**src/rtl/instr_byte_tx_if.sv**
```systemverilog
// Producer-side and byte-bus signals of the instruction-byte transmitter.
//   in_valid/in_ready/in_opcode/in_addr : word push handshake
//   data/ena                            : byte bus and strobe to the receiver
//   busy/level                          : status
interface instr_byte_tx_if #(
  parameter int unsigned PTR_W = 2
);
  logic             in_valid;
  logic             in_ready;
  logic [2:0]       in_opcode;
  logic [12:0]      in_addr;
  logic [7:0]       data;
  logic             ena;
  logic             busy;
  logic [PTR_W:0]   level;

  modport master (
    output in_valid, in_opcode, in_addr,
    input  in_ready, data, ena, busy, level
  );

  modport slave (
    input  in_valid, in_opcode, in_addr,
    output in_ready, data, ena, busy, level
  );
endinterface

```
**src/rtl/instr_byte_tx.sv**
```systemverilog
// Instruction-byte link transmitter: queues {addr, opcode} words in a FIFO
// and sends each as two bytes (high first) with ENA high for exactly two cycles,
// followed by at least IDLE_GAP ENA-low cycles.
// Ports:
//   i_clk   : clock, rising edge
//   i_rst_n : asynchronous active-low reset
//   bus     : instr_byte_tx_if.slave (push handshake, DATA/ENA, BUSY/LEVEL)
// Optional build macro DATA_BUS_HIZ_EN: DATA floats (8'bz) whenever ENA is low.
module instr_byte_tx #(
  parameter int unsigned DEPTH    = 4,
  parameter int unsigned PTR_W    = 2,
  parameter int unsigned IDLE_GAP = 1
) (
  input  logic           i_clk,
  input  logic           i_rst_n,
  instr_byte_tx_if.slave bus
);

  localparam int unsigned WORD_W = 16;
  localparam int unsigned LVL_W  = PTR_W + 1;
  localparam int unsigned GAP_W  = 4;

  typedef enum logic [1:0] {IDLE, HI, LO, GAP} state_t;

  state_t              r_state, w_state_nxt;
  logic [WORD_W-1:0]   r_mem [DEPTH];
  logic [PTR_W-1:0]    r_wr_ptr, r_rd_ptr;
  logic [LVL_W-1:0]    r_level, w_level_nxt;
  logic [WORD_W-1:0]   r_hold, w_hold_nxt;
  logic [WORD_W-1:0]   w_head;
  logic [7:0]          r_data, w_data_nxt;
  logic                r_ena, w_ena_nxt;
  logic                r_busy, w_busy_nxt;
  logic [GAP_W-1:0]    r_gap, w_gap_nxt;
  logic                w_push, w_pop, w_launch;

  assign bus.in_ready = (r_level != LVL_W'(DEPTH));
  assign w_push       = bus.in_valid && bus.in_ready;
  assign w_head       = r_mem[r_rd_ptr];

  // A GAP state whose counter has expired is treated as IDLE, so a queued
  // word launches straight away and the ENA-low run is exactly IDLE_GAP.
  assign w_launch = (r_level != '0) &&
                    ((r_state == IDLE) || ((r_state == GAP) && (r_gap == '0)));

  // Next-state, output byte and FIFO level
  always_comb begin
    w_state_nxt = r_state;
    w_hold_nxt  = r_hold;
    w_data_nxt  = 8'h00;
    w_ena_nxt   = 1'b0;
    w_gap_nxt   = r_gap;
    w_pop       = 1'b0;
    w_level_nxt = r_level;

    case (r_state)
      IDLE: ;
      HI: begin
        w_state_nxt = LO;
        w_ena_nxt   = 1'b1;
        w_data_nxt  = r_hold[7:0];
      end
      LO: begin
        w_state_nxt = GAP;
        w_gap_nxt   = GAP_W'(IDLE_GAP - 1);
      end
      GAP: begin
        if (r_gap == '0) w_state_nxt = IDLE;
        else             w_gap_nxt   = r_gap - GAP_W'(1);
      end
      default: w_state_nxt = IDLE;
    endcase

    if (w_launch) begin
      w_state_nxt = HI;
      w_pop       = 1'b1;
      w_hold_nxt  = w_head;
      w_ena_nxt   = 1'b1;
      w_data_nxt  = w_head[15:8];
    end

    case ({w_push, w_pop})
      2'b10:   w_level_nxt = r_level + LVL_W'(1);
      2'b01:   w_level_nxt = r_level - LVL_W'(1);
      default: w_level_nxt = r_level;
    endcase

    w_busy_nxt = (w_state_nxt != IDLE) || (w_level_nxt != '0);
  end

  // FIFO storage needs no reset; only the pointers define validity
  always_ff @(posedge i_clk) begin
    if (w_push) r_mem[r_wr_ptr] <= {bus.in_addr, bus.in_opcode};
  end

  // State, pointers and registered outputs
  always_ff @(posedge i_clk or negedge i_rst_n) begin
    if (!i_rst_n) begin
      r_state  <= IDLE;
      r_wr_ptr <= '0;
      r_rd_ptr <= '0;
      r_level  <= '0;
      r_hold   <= '0;
      r_data   <= 8'h00;
      r_ena    <= 1'b0;
      r_busy   <= 1'b0;
      r_gap    <= '0;
    end else begin
      r_state  <= w_state_nxt;
      r_level  <= w_level_nxt;
      r_hold   <= w_hold_nxt;
      r_data   <= w_data_nxt;
      r_ena    <= w_ena_nxt;
      r_busy   <= w_busy_nxt;
      r_gap    <= w_gap_nxt;
      if (w_push) r_wr_ptr <= r_wr_ptr + PTR_W'(1);
      if (w_pop)  r_rd_ptr <= r_rd_ptr + PTR_W'(1);
    end
  end

  assign bus.ena   = r_ena;
  assign bus.busy  = r_busy;
  assign bus.level = r_level;

`ifdef DATA_BUS_HIZ_EN
  assign bus.data = r_ena ? r_data : 8'bz;
`else
  assign bus.data = r_data;
`endif

endmodule

```
**src/flat_wrapper.sv**
```systemverilog
// flat-port wrapper written by rule: the top's interface ports become plain ports
module instr_byte_tx_flat 
#(
  parameter int unsigned DEPTH    = 4,
  parameter int unsigned PTR_W    = 2,
  parameter int unsigned IDLE_GAP = 1
)
  (i_clk, i_rst_n, bus_in_valid, bus_in_opcode, bus_in_addr, bus_in_ready, bus_data, bus_ena, bus_busy, bus_level);
  instr_byte_tx_if #(.PTR_W(PTR_W)) bus_i ();
  input  logic i_clk;
  input  logic i_rst_n;
  input wire logic [$bits(bus_i.in_valid)-1:0] bus_in_valid;
  input wire logic [$bits(bus_i.in_opcode)-1:0] bus_in_opcode;
  input wire logic [$bits(bus_i.in_addr)-1:0] bus_in_addr;
  output wire logic [$bits(bus_i.in_ready)-1:0] bus_in_ready;
  output wire logic [$bits(bus_i.data)-1:0] bus_data;
  output wire logic [$bits(bus_i.ena)-1:0] bus_ena;
  output wire logic [$bits(bus_i.busy)-1:0] bus_busy;
  output wire logic [$bits(bus_i.level)-1:0] bus_level;
  assign bus_i.in_valid = bus_in_valid;
  assign bus_i.in_opcode = bus_in_opcode;
  assign bus_i.in_addr = bus_in_addr;
  assign bus_in_ready = bus_i.in_ready;
  assign bus_data = bus_i.data;
  assign bus_ena = bus_i.ena;
  assign bus_busy = bus_i.busy;
  assign bus_level = bus_i.level;
  instr_byte_tx #(.DEPTH(DEPTH), .PTR_W(PTR_W), .IDLE_GAP(IDLE_GAP)) u_core (.i_clk(i_clk), .i_rst_n(i_rst_n), .bus(bus_i));
endmodule
```
**config.mk**
```make
export PLATFORM = sky130hd
export DESIGN_NAME = instr_byte_tx_flat
export DESIGN_NICKNAME = d
export VERILOG_FILES = /design/src/rtl/instr_byte_tx_if.sv /design/src/rtl/instr_byte_tx.sv /design/src/flat_wrapper.sv
export SDC_FILE = /design/constraint.sdc
export NUM_CORES = 1
export LEC_CHECK = 0
export CAP_MARGIN = 15
export CORE_ASPECT_RATIO = 0.75
export CORE_MARGIN = 1.5
export CORE_UTILIZATION = 45
export CTS_CLUSTER_SIZE = 20
export DETAILED_ROUTE_END_ITERATION = 12
export PLACE_DENSITY = 0.73
export SETUP_SLACK_MARGIN = 0.05
export SLEW_MARGIN = 20
export SYNTH_ARGS = -nofsm -noshare
export SYNTH_HDL_FRONTEND = slang
export SYNTH_SLANG_ARGS = --single-unit
```
**constraint.sdc**
```tcl
create_clock -name i_clk -period 3.2 [get_ports i_clk]
set_input_delay 0.64 -clock i_clk [delete_from_list [all_inputs] [get_ports i_clk]]
set_output_delay 0.64 -clock i_clk [all_outputs]
set_load 0.005 [all_outputs]
```
======== Word level (Yosys, flattened, before mapping) ========
Memories as Yosys holds them, arrays and structs flattened.
Index checks and enable logic that the tools add are counted.
W data, S select, Z words.
cells by class
  add/sub/neg operators ................... 5
  eq/ne operators ......................... 7
  mux-type cells .......................... 13
  reduce and logical (&&, ||, !) cells .... 12
operators by type and width
  kind                   number
  $mux W8                2
  $pmux W4 S2            1
  $eq A2 B2 Y1 const B   3
  $pmux W2 S3            1
  $pmux W3 S2            1
  $reduce_bool A3 Y1     2
  $mux W1                5
  $add A2 B1 Y2 const B  2
  $eq A2 B1 Y1 const B   2
  $logic_not A4 Y1       1
  $mux W2                2
  $mux W4                1
  $reduce_bool A2 Y1     2
  $sub A4 B1 Y4 const B  1
  $add A3 B1 Y3 const B  1
  $logic_and A1 B1 Y1    3
  $ne A3 B3 Y1 const B   1
  $sub A3 B1 Y3 const B  1
  $logic_not A2 Y1       1
  $logic_or A1 B1 Y1     2
  $ne A2 B2 Y1 const B   1
  $reduce_and A2 Y1      1
storage, ports and cells
  register bits after elaboration ......... 31
  RAM bits ................................ 64
  output and inout bits ................... 14
  memories kept ........................... 1
memories
  memory        depth  width  rd ports  clocked after memory_dff  wr ports  line                 text
  u_core.r_mem  4      16     1         0                         1         instr_byte_tx.sv:26  logic [WORD_W-1:0] r_mem [DEPTH];

======== Depth between registers and ports, before layout ========
Gate-level depths: netlist of the first run.
  word-level depth ........................ 9
  mapped depth ............................ 11
  gate-level depth less buffers ........... 10

======== Least setup slack after synthesis of the first run ========
OpenSTA, ideal clock, no wires.
  path kind ............................... reg-to-reg
  start point ............................. register u_core.r_gap[0]
  end point ............................... register u_core.r_level[2], in the netlist u_core.bus.level[2]
  arrival time ............................ 2.272 ns
  data required time ...................... 3.121 ns
  setup slack ............................. 0.849 ns
  cell stages (with the launch flop) ...... 12
  buffers on the path ..................... 1
  path through ............................ dfrtp_1 -> inv_1 -> ha_1 -> nand4bb_4 -> a211oi_2 -> buf_6 -> ha_1 -> inv_1 -> fa_1 -> xor2_1 -> nor2_1 -> xor2_1
between the ends
  cells in the longest elaborated chain, start to end .. 7
  elaborated cells between the ends (all ways) .. 8
  those cells by class .................... eq/ne (2); mux (2); reduce/logical (4)
ends and longest elaborated chain
  element                                       line                  text
  start, declared                               instr_byte_tx.sv:34   logic [GAP_W-1:0] r_gap, w_gap_nxt;
  start signal, assigned                        instr_byte_tx.sv:115  r_gap <= w_gap_nxt;
  $logic_not A4 Y1 *                            instr_byte_tx.sv:44   ((r_state == IDLE) || ((r_state == GAP) && (r_gap == '0)));
  $logic_and A1 B1 Y1 *                         instr_byte_tx.sv:44
  $logic_or A1 B1 Y1 *                          instr_byte_tx.sv:44
  $logic_and A1 B1 Y1 *                         instr_byte_tx.sv:43   assign w_launch = (r_level != '0) &&
  $mux W1 *                                     instr_byte_tx.sv:74   if (w_launch) begin
  $eq A2 B1 Y1 or $eq A2 B2 Y1 (tied branches)  instr_byte_tx.sv:82   case ({w_push, w_pop})
  $pmux W3 S2 *                                 instr_byte_tx.sv:82
  net u_core.w_level_nxt[2]                     instr_byte_tx.sv:28   logic [LVL_W-1:0] r_level, w_level_nxt;
  end signal, assigned                          instr_byte_tx.sv:110  r_level <= w_level_nxt;
  end, declared                                 instr_byte_tx.sv:28
Mark *: on every way through the listed nets, which the timed path passes. The rest lies on a longest branch.
A chain may end at the register's enable or synchronous reset.

======== Worst setup path after layout of the first run ========
Same ends and word-level chain as after synthesis.

==> results.txt, run 1 <==
Slew Limit Fails: 0
# setup viols final: 0
Skew-Pair Late Insertion Delay: 340 ps
Total global-route track usage: 0.160
Die ar.: 0.00910 mm2
First-pass GRT wire length: 10.5 mm
Worst hold path type: reg -> reg
N_diodes: 0
Synthesized area: 0.00384 mm2
Vias in the first global route: 1981
Total negative slack: 0 ps
End-of-flow core utilization: 0.562
Die width: 110 um
CP Launch Point: u_core.r_gap[0]
CP max stage cell: dfrtp_1
Simple-gate area share of the yosys netlist: 0.0469
Final Skew: 5.56 ps
Normalized max-slew margin: 0.426
Power Density: 941 mW/mm2
Vias: 1950
Antenna-violating nets left: 0
GR Overflow Total: 0
TritonCTS clock tree: yes
Final period utilization: 0.737
CP Buf/Inv Count: 2
Crit start category: flip-flop
Reg2reg end: u_core.bus.level[2]
Number of vias per cell: 5.34
Outcome: finished, final reports clean
CP cell instances: inv_1 -> ha_1 -> nand4bb_4 -> a211oi_2 -> ha_1 -> inv_1 -> fa_1 -> xor2_1 -> nor2_1 -> xor2_1
CP required: 3460 ps
Delay of the slowest critical-path stage: 390 ps
Max Root-Sink Buffers: 2
Post-synth EDFFs: 64
Fmax: 424 MHz
Final WL: 6.52 mm
Crit path capture: u_core.bus.level[2]
#FFs+latches synth: 95
Antenna violations before repair: 0
Num ports: 33
Resize count post-CTS: 0
Syn Area/Cell: 17.9 um2
Post-CTS Setup Inserts: 0
P_leak: 1.69 nW
Fraction of registers with async set/reset: 0.326
Post-Synth XOR/XNOR Area: 0.0156
Crit path max-delay family: adder cells
Gate Count Post-Synth: 214
PortBufs: 32
VDD IR max: 0.000511 V
Pwr Total: 4.28 mW
Critical R2R Launch: u_core.r_gap[0]
TritonCTS Buffers: 9
Hold buffers post-CTS: 0
Critical path arrival: 2620 ps
Min Tclk post-route: 2360 ps
Multiplexer area fraction after synthesis: 0.132
Synthesis-to-layout area growth: 18.5%
Max-cap viol count: 0
Hold Fails Final Rpt: 0
Share of layout cells above drive strength 1: 0.192
Unrepaired setup endpoints after global routing: no
Hpwl dp: 4.19 mm
H-tree levels: 3
Num rows: 28
Core ar.: 0.00809 mm2
Die Ht: 83 um
Fin nets: 282
WL per Instance: 17.9 um
DRC viols: 0
Critical path depth in cells: 10
Kind of critical path: reg -> reg
Synthesis Warnings: 0
Netlist cell types: 34
Initial Utilization: 0.474
Sequential area share after synthesis: 0.703
Final Hold Slack: 523 ps
Final cell count without fillers: 365
Crit end category: flip-flop
Critical path fanouts, max: 4
Largest net degree at the start of global routing: 32
Placed cell count: 349
Synth Area in Compound Gates: 0.0492
Syn nets: 241
Length in cells of the worst reg-to-reg path: 10
R2R setup slack: 840 ps
Largest family of logic cells by synthesized area: multiplexers
Area share of fa/ha/maj cells after synthesis: 0.0280
Worst-path clk slew: 60 ps
DR pass1 iterations: 5
Worst-Margin Slew: 861 ps
1st-iter DRT viols: 113
Clock tree sinks: 95
Ys flop type: edfxtp_1
Gpl congestion: 0.797
Clk root buf: clkbuf_16
## registers in the layout, summed over array words and instances, names as in the netlist
signal            flops
u_core.bus.data       8
u_core.r_gap          4
u_core.r_rd_ptr       2
u_core.bus.busy       1
u_core.r_mem         64
u_core.r_wr_ptr       2
u_core.bus.level      3
u_core.r_state        2
u_core.bus.ena        1
u_core.r_hold         8
## layer usage
| layer | global-route usage | vias to the layer above | share of wire |
|---|---|---|---|
| met4 | 0.0531 | 0 | 0.012 |
| met3 | 0.0589 | 9 | 0.041 |
| met5 | 0 | - | 0 |
| met2 | 0.244 | 46 | 0.50 |
| met1 | 0.213 | 993 | 0.45 |
| li1 | - | 902 | - |
## metrics by stage
step	worst slack [ps]	cell area (um2)
6_report	842	4550
5_1_grt	659	4550
4_1_cts	840	4550
3_5_place_dp	733	4280
3_3_place_gp	793	4280
2_1_floorplan	849	3840
## kinds of logic after synthesis
group / count (synthesis)
compound gates: 28
xor+xnor: 6
fa+ha+maj: 8
buf+inv: 19
flops: 95
mux: 27
simple gates: 31
## power breakdown
group          leakage (nW)  switching [mW]  internal, mW
Combinational         0.602           0.632         0.777
Clock                 0.128           0.426         0.522
Sequential            0.960           0.248          1.68
Total                  1.69            1.31          2.97
## area by class of cell
class | count | area (um2)
fillers | 627 | 3540
flip-flops and latches | 95 | 2700
multi-input cells | 100 | 1040
repair buffers | 39 | 373
clock buffers | 10 | 229
well taps | 105 | 131
clock inverters | 6 | 37.5
inverters | 10 | 37.5
## cells in the final DEF, fill, tap and decap left out, types with 2 or more instances in the layout
cell type / count
a22o_1: 2
and3_1: 4
buf_4: 7
clkbuf_16: 9
clkdlybuf4s50_1: 32
clkinv_1: 2
clkinv_4: 2
dfrtp_1: 31
edfxtp_1: 64
ha_1: 7
inv_1: 10
mux2_2: 2
mux2_4: 7
mux2i_1: 2
mux4_2: 16
nand2_1: 10
nor2_1: 5
nor2b_1: 3
nor3_1: 2
o211ai_1: 9
o21ai_0: 11
o22ai_1: 2
o2bb2ai_1: 2
xnor2_1: 2
xor2_1: 3
## Yosys cell counts (all sizes together), types with 4 or more instances
cell type / instances / area (um2)
o211ai: 9 / 67.6
nand2: 11 / 43.8
inv: 10 / 37.5
mux4: 16 / 360
dfrtp: 31 / 776
nor2: 5 / 18.8
mux2: 9 / 128
ha: 7 / 87.6
o21ai: 11 / 55.1
buf: 6 / 48.8
and3: 4 / 25.0
edfxtp: 64 / 1920
## worst min-delay path by stage
stage,startpoint,end,slack [ps],cells past startpoint
2_1_floorplan,i_rst_n,u_core.bus.busy,340,0
3_3_place_gp,u_core.r_hold[0],u_core.r_hold[0],500,1
3_5_place_dp,u_core.r_hold[3],u_core.r_hold[3],500,1
4_1_cts,u_core.r_hold[3],u_core.r_hold[3],520,1
5_1_grt,u_core.r_hold[3],u_core.r_hold[3],530,1
6_report,u_core.r_hold[3],u_core.r_hold[3],520,1
(Power assumes the default switching activity.)
==> inputs of run 2 (changes only) <==
==> constraint.sdc (replaced) <==
create_clock -name i_clk -period 2.3 [get_ports i_clk]
set_input_delay 0.46 -clock i_clk [delete_from_list [all_inputs] [get_ports i_clk]]
set_output_delay 0.46 -clock i_clk [all_outputs]
set_load 0.005 [all_outputs]
==> results.txt, run 2 (synthesis gave the netlist of run 1 again) <==
Outcome: finished, final reports clean
H-tree levels: 3 (unchanged)
Gpl congestion: 0.764 (-4.2%)
Total negative slack: 0 ps (unchanged)
Crit end category: flip-flop
Critical path fanouts, max: 3 (-1)
Largest net degree at the start of global routing: 32 (unchanged)
Hold Fails Final Rpt: 0 (unchanged)
Final Skew: 8.65 ps (+3.09 ps)
Hold buffers post-CTS: 0 (unchanged)
First-pass GRT wire length: 10.7 mm (+2.5%)
Num ports: 33 (unchanged)
VDD IR max: 0.000723 V (+41%)
Number of vias per cell: 5.40 (+1.1%)
Crit path capture: u_core.bus.level[2]
Final WL: 6.81 mm (+4.5%)
Worst-Margin Slew: 607 ps (-254 ps)
Clock tree sinks: 95 (unchanged)
Final cell count without fillers: 377 (+3.3%)
1st-iter DRT viols: 90 (-20%)
Crit start category: flip-flop
Share of layout cells above drive strength 1: 0.261 (+0.0687)
Fin nets: 294 (+4.3%)
Worst hold path type: reg -> reg
Most common cell after layout, fill and taps aside: edfxtp_1
Area of the multi-input gates: 0.00106 mm2 (+1.7%)
Most frequent cells in the layout: 64 x edfxtp_1, 32 x clkdlybuf4s50_1, 31 x dfrtp_1
DRC viols: 0 (unchanged)
Power Density: 1340 mW/mm2 (+42%)
Antenna violations before repair: 0 (unchanged)
Worst-path clk slew: 60 ps (about the same)
Initial Utilization: 0.474 (unchanged)
Max Root-Sink Buffers: 2 (unchanged)
PortBufs: 32 (unchanged)
Skew-Pair Late Insertion Delay: 340 ps (about the same)
Total global-route track usage: 0.161 (+0.00113)
Normalized max-slew margin: 0.594 (+0.168)
DR pass1 iterations: 4 (-1)
Final period utilization: 0.932 (+0.195)
Reg area: 0.00270 mm2 (unchanged)
Die Ht: 83 um (unchanged)
R2R setup slack: 160 ps (-690 ps)
Vias: 2037 (+4.5%)
Top reg by flops: u_core.r_mem
Max-cap viol count: 0 (unchanged)
TritonCTS clock tree: yes
Num rows: 28 (unchanged)
Critical R2R Launch: u_core.r_gap[1]
Unrepaired setup endpoints after global routing: yes
Clk root buf: clkbuf_16
Synthesis-to-layout area growth: 22.3%
Antenna-violating nets left: 0 (unchanged)
Min Tclk post-route: 2140 ps (-214 ps)
N_diodes: 0 (unchanged)
Worst Hold Depth: 1 (unchanged)
Length in cells of the worst reg-to-reg path: 10 (unchanged)
Filler cell count: 639 (+1.9%)
Vias in the first global route: 2074 (+4.7%)
Reg2reg end: u_core.bus.level[2]
Die width: 110 um (unchanged)
Placed cell count: 355 (+1.7%)
TritonCTS Buffers: 9 (unchanged)
CP Launch Point: u_core.r_gap[1]
Core ar.: 0.00809 mm2 (unchanged)
# setup viols final: 0 (unchanged)
Fmax: 466 MHz (+10%)
Slew Limit Fails: 0 (unchanged)
Largest register FFs: 64 (unchanged)
GR Overflow Total: 0 (unchanged)
Critical path arrival: 2400 ps (-220 ps)
P_leak: 1.77 nW (+4.9%)
CP required: 2560 ps (-900 ps)
Die ar.: 0.00910 mm2 (unchanged)
WL per Instance: 18.1 um (+1.2%)
Hpwl dp: 4.34 mm (+3.7%)
Kind of critical path: reg -> reg
-- run 2: worst min path at each step --
stage | startpoint | end | slack [ps]
2_1_floorplan | i_rst_n | u_core.bus.busy | 160
3_3_place_gp | u_core.r_hold[0] | u_core.r_hold[0] | 500
3_5_place_dp | u_core.r_hold[4] | u_core.r_hold[4] | 500
4_1_cts | u_core.r_hold[4] | u_core.r_hold[4] | 520
5_1_grt | u_core.r_hold[5] | u_core.r_hold[5] | 530
6_report | u_core.r_hold[4] | u_core.r_hold[4] | 520
-- run 2: power breakdown --
part / total, mW / internal [mW] / switching [mW] / leakage [nW]
Clock: 1.48 / 0.855 / 0.624 / 0.152
Sequential: 2.54 / 2.33 / 0.203 / 0.960
Combinational: 2.26 / 1.19 / 1.08 / 0.660
-- run 2: stage by stage --
| stage | utilization | cell area [um2] | hold slack (ps) | setup WS [ps] | power, mW |
|---|---|---|---|---|---|
| global route | 0.580 | 4690 | 534 | -5.34 | 6.66 |
| floorplan | - | 3850 | 164 | 71.5 | 4.06 |
| CTS | 0.574 | 4640 | 518 | 118 | 6.30 |
| detailed placement | 0.536 | 4340 | 498 | 34.9 | 4.80 |
| global placement | 0.536 | 4340 | 497 | 104 | 4.72 |
| finish | 0.580 | 4690 | 515 | 156 | 6.28 |
-- run 2: worst max-delay path, stage by stage, from the launching register on --
cell and delay [ps]:
dfrtp_1 410, inv_2 100, ha_4 150, nand4bb_4 130, a211oi_2 280, ha_2 230, inv_2 40, fa_2 330
xor2_1 150, nor2_1 120, xor2_1 140
-- run 2: metal layers --
metal	up-vias	wire (um)	track usage
li1	927	-	-
met1	1062	3060	0.214
met2	38	3440	0.258
met3	10	241	0.0455
met4	0	78	0.0496
met5	-	0	0
-- run 2: timing repair --
item,in CTS,in global routing
gates resized for setup,0,3
setup endpoints to repair,0,1
setup buffers,0,6
endpoints found under the hold margin,0,0
-- run 2: area by class of cell --
class,count,share of cell area
sequential,95,0.575
multi-input combinational,100,0.226
timing repair buffer,51,0.0986
clock buffer,9,0.0480
tap,105,0.0280
clock inverter,7,0.0165
inverter,10,0.00800
==> inputs of run 3 (changes only) <==
--- a/config.mk
+++ b/config.mk
@@ -9,10 +9,10 @@
 export CORE_ASPECT_RATIO = 0.75
 export CORE_MARGIN = 1.5
 export CORE_UTILIZATION = 45
-export CTS_CLUSTER_SIZE = 20
+export CTS_CLUSTER_SIZE = 25
 export DETAILED_ROUTE_END_ITERATION = 12
 export PLACE_DENSITY = 0.73
-export SETUP_SLACK_MARGIN = 0.05
+export SETUP_SLACK_MARGIN = 0.1
 export SLEW_MARGIN = 20
 export SYNTH_ARGS = -nofsm -noshare
 export SYNTH_HDL_FRONTEND = slang
==> results.txt, run 3 (synthesis gave the netlist of run 1 again) <==
Clock tree sinks: 95 (unchanged)
TritonCTS Buffers: 9 (unchanged)
Core ar.: 0.00809 mm2 (unchanged)
Min Tclk post-route: 2150 ps (+8.48 ps)
DRC viols: 0 (unchanged)
N_diodes: 0 (unchanged)
Fmax: 464 MHz (-0.39%)
Total global-route track usage: 0.169 (+0.00745)
Synthesis-to-layout area growth: 21.2%
Worst-Margin Slew: 635 ps (+27.7 ps)
Length in cells of the worst reg-to-reg path: 10 (unchanged)
WL per Instance: 18.5 um (+2.4%)
1st-iter DRT viols: 81 (-10%)
P_leak: 1.73 nW (-2.6%)
Die Ht: 83 um (unchanged)
DR pass1 iterations: 4 (unchanged)
Critical path arrival: 2420 ps (+20 ps)
TritonCTS clock tree: yes
First-pass GRT wire length: 11.1 mm (+3.3%)
PortBufs: 32 (unchanged)
Delay of the slowest critical-path stage: 400 ps (about the same)
Hold Fails Final Rpt: 0 (unchanged)
Skew-Pair Late Insertion Delay: 340 ps (about the same)
H-tree levels: 3 (unchanged)
Outcome: finished, final reports clean
Fin nets: 287 (-2.4%)
Num ports: 33 (unchanged)
Antenna violations before repair: 0 (unchanged)
Crit end category: flip-flop
Top reg by flops: u_core.r_mem
Power Density: 1340 mW/mm2 (+0.19%)
Normalized max-slew margin: 0.575 (-0.0185)
CP cell instances: inv_2 -> ha_4 -> nand4bb_4 -> a211oi_4 -> ha_4 -> inv_2 -> fa_2 -> xor2_1 -> nor2_1 -> xor2_1
Clk root buf: clkbuf_16
Max Root-Sink Buffers: 2 (unchanged)
Antenna-violating nets left: 0 (unchanged)
Vias in the first global route: 1988 (-4.1%)
Final period utilization: 0.936 (+0.00369)
Num rows: 28 (unchanged)
Initial Utilization: 0.474 (unchanged)
CP max stage cell: dfrtp_1
Hold buffers post-CTS: 0 (unchanged)
Die width: 110 um (unchanged)
VDD IR max: 0.000682 V (-5.6%)
Crit start category: flip-flop
Critical path fanouts, max: 4 (+1)
Placed cell areas: 0.00436 mm2 (+0.40%)
Slew Limit Fails: 0 (unchanged)
CP required: 2570 ps (about the same)
# setup viols final: 0 (unchanged)
Unrepaired setup endpoints after global routing: yes
Vias: 1942 (-4.7%)
Largest register FFs: 64 (unchanged)
Kind of critical path: reg -> reg
Max-cap viol count: 0 (unchanged)
Hpwl dp: 4.32 mm (-0.47%)
Worst hold path type: in -> async
Number of vias per cell: 5.25 (-2.9%)
Largest net degree at the start of global routing: 32 (unchanged)
Share of layout cells above drive strength 1: 0.238 (-0.0233)
Final Skew: 9.24 ps (+0.593 ps)
Worst-path clk slew: 70 ps (about the same)
Final WL: 6.85 mm (+0.48%)
Die ar.: 0.00910 mm2 (unchanged)
Total negative slack: 0 ps (unchanged)
GR Overflow Total: 0 (unchanged)
Most common cell after layout, fill and taps aside: edfxtp_1
Fin area: 0.00465 mm2 (-0.88%)
Most frequent cells in the layout: 64 x edfxtp_1, 32 x clkdlybuf4s50_1, 31 x dfrtp_1
Gpl congestion: 0.859 (+13%)
run 3: cell types whose count changed in the layout (fill, tap and decap cells not counted), moves of 2 or more:
cell / delta
clkinvlp_4: +2
inv_6: -2
clkinv_2: -2
buf_4: -8
run 3: what timing repair did:
action	in CTS	in global routing
setup endpoints to repair	1	1
resized for setup	1	2
setup buffers	0	0
run 3: cell type report:
type	count	area (um2)
fill	611	3440
sequential	95	2700
multi-input combinational	100	1080
timing repair buffer	44	423
clock buffer	10	229
tap	105	131
clock inverter	6	55.1
inverter	10	37.5
run 3: worst paths after layout:
check | start | slack (ps) | end
max | u_core.r_gap[1] | 150 | u_core.bus.level[2]
max reg2reg | u_core.r_gap[1] | 150 | u_core.bus.level[2]
min in group i_clk | u_core.r_hold[0] | 520 | u_core.r_hold[0]
min | i_rst_n | 520 | u_core.bus.level[2]
min reg2reg | u_core.r_hold[0] | 520 | u_core.r_hold[0]
max in group asynchronous | i_rst_n | 1470 | u_core.r_wr_ptr[1]
run 3: report_power, final:
part	total [mW]	switching (mW)	leakage [nW]	internal (mW)
logic	2.29	1.08	0.633	1.20
clock network	1.39	0.639	0.133	0.751
registers	2.56	0.227	0.960	2.33
run 3: per-stage QoR:
step           utilization  std cells  total power [mW]  hold WS, ps  setup slack [ps]
6_report             0.575        370              6.24          520               147
5_1_grt              0.575        370              6.60          536             -3.41
4_1_cts              0.575        370              6.29          514               110
3_5_place_dp         0.539        354              4.85          499              63.4
3_3_place_gp         0.539        354              4.80          499               116
2_1_floorplan            -        214              4.09          164               120
run 3: critical path: cells and delay by family (launching register included):
family / cells / cell delay [ps]
adder cells (fa/ha/maj): 3 / 680
flip-flops: 1 / 400
AO/OA/AOI/OAI: 1 / 300
XOR/XNOR: 2 / 300
AND/OR/NAND/NOR: 2 / 270
buffers and inverters: 2 / 140
run 3: metal layers:
metal | share of wire | wire (um) | track usage
met3 | 0.033 | 228 | 0.0518
met1 | 0.47 | 3250 | 0.233
met5 | 0 | 0 | 0
met4 | 0.0070 | 48 | 0.0496
met2 | 0.49 | 3320 | 0.259
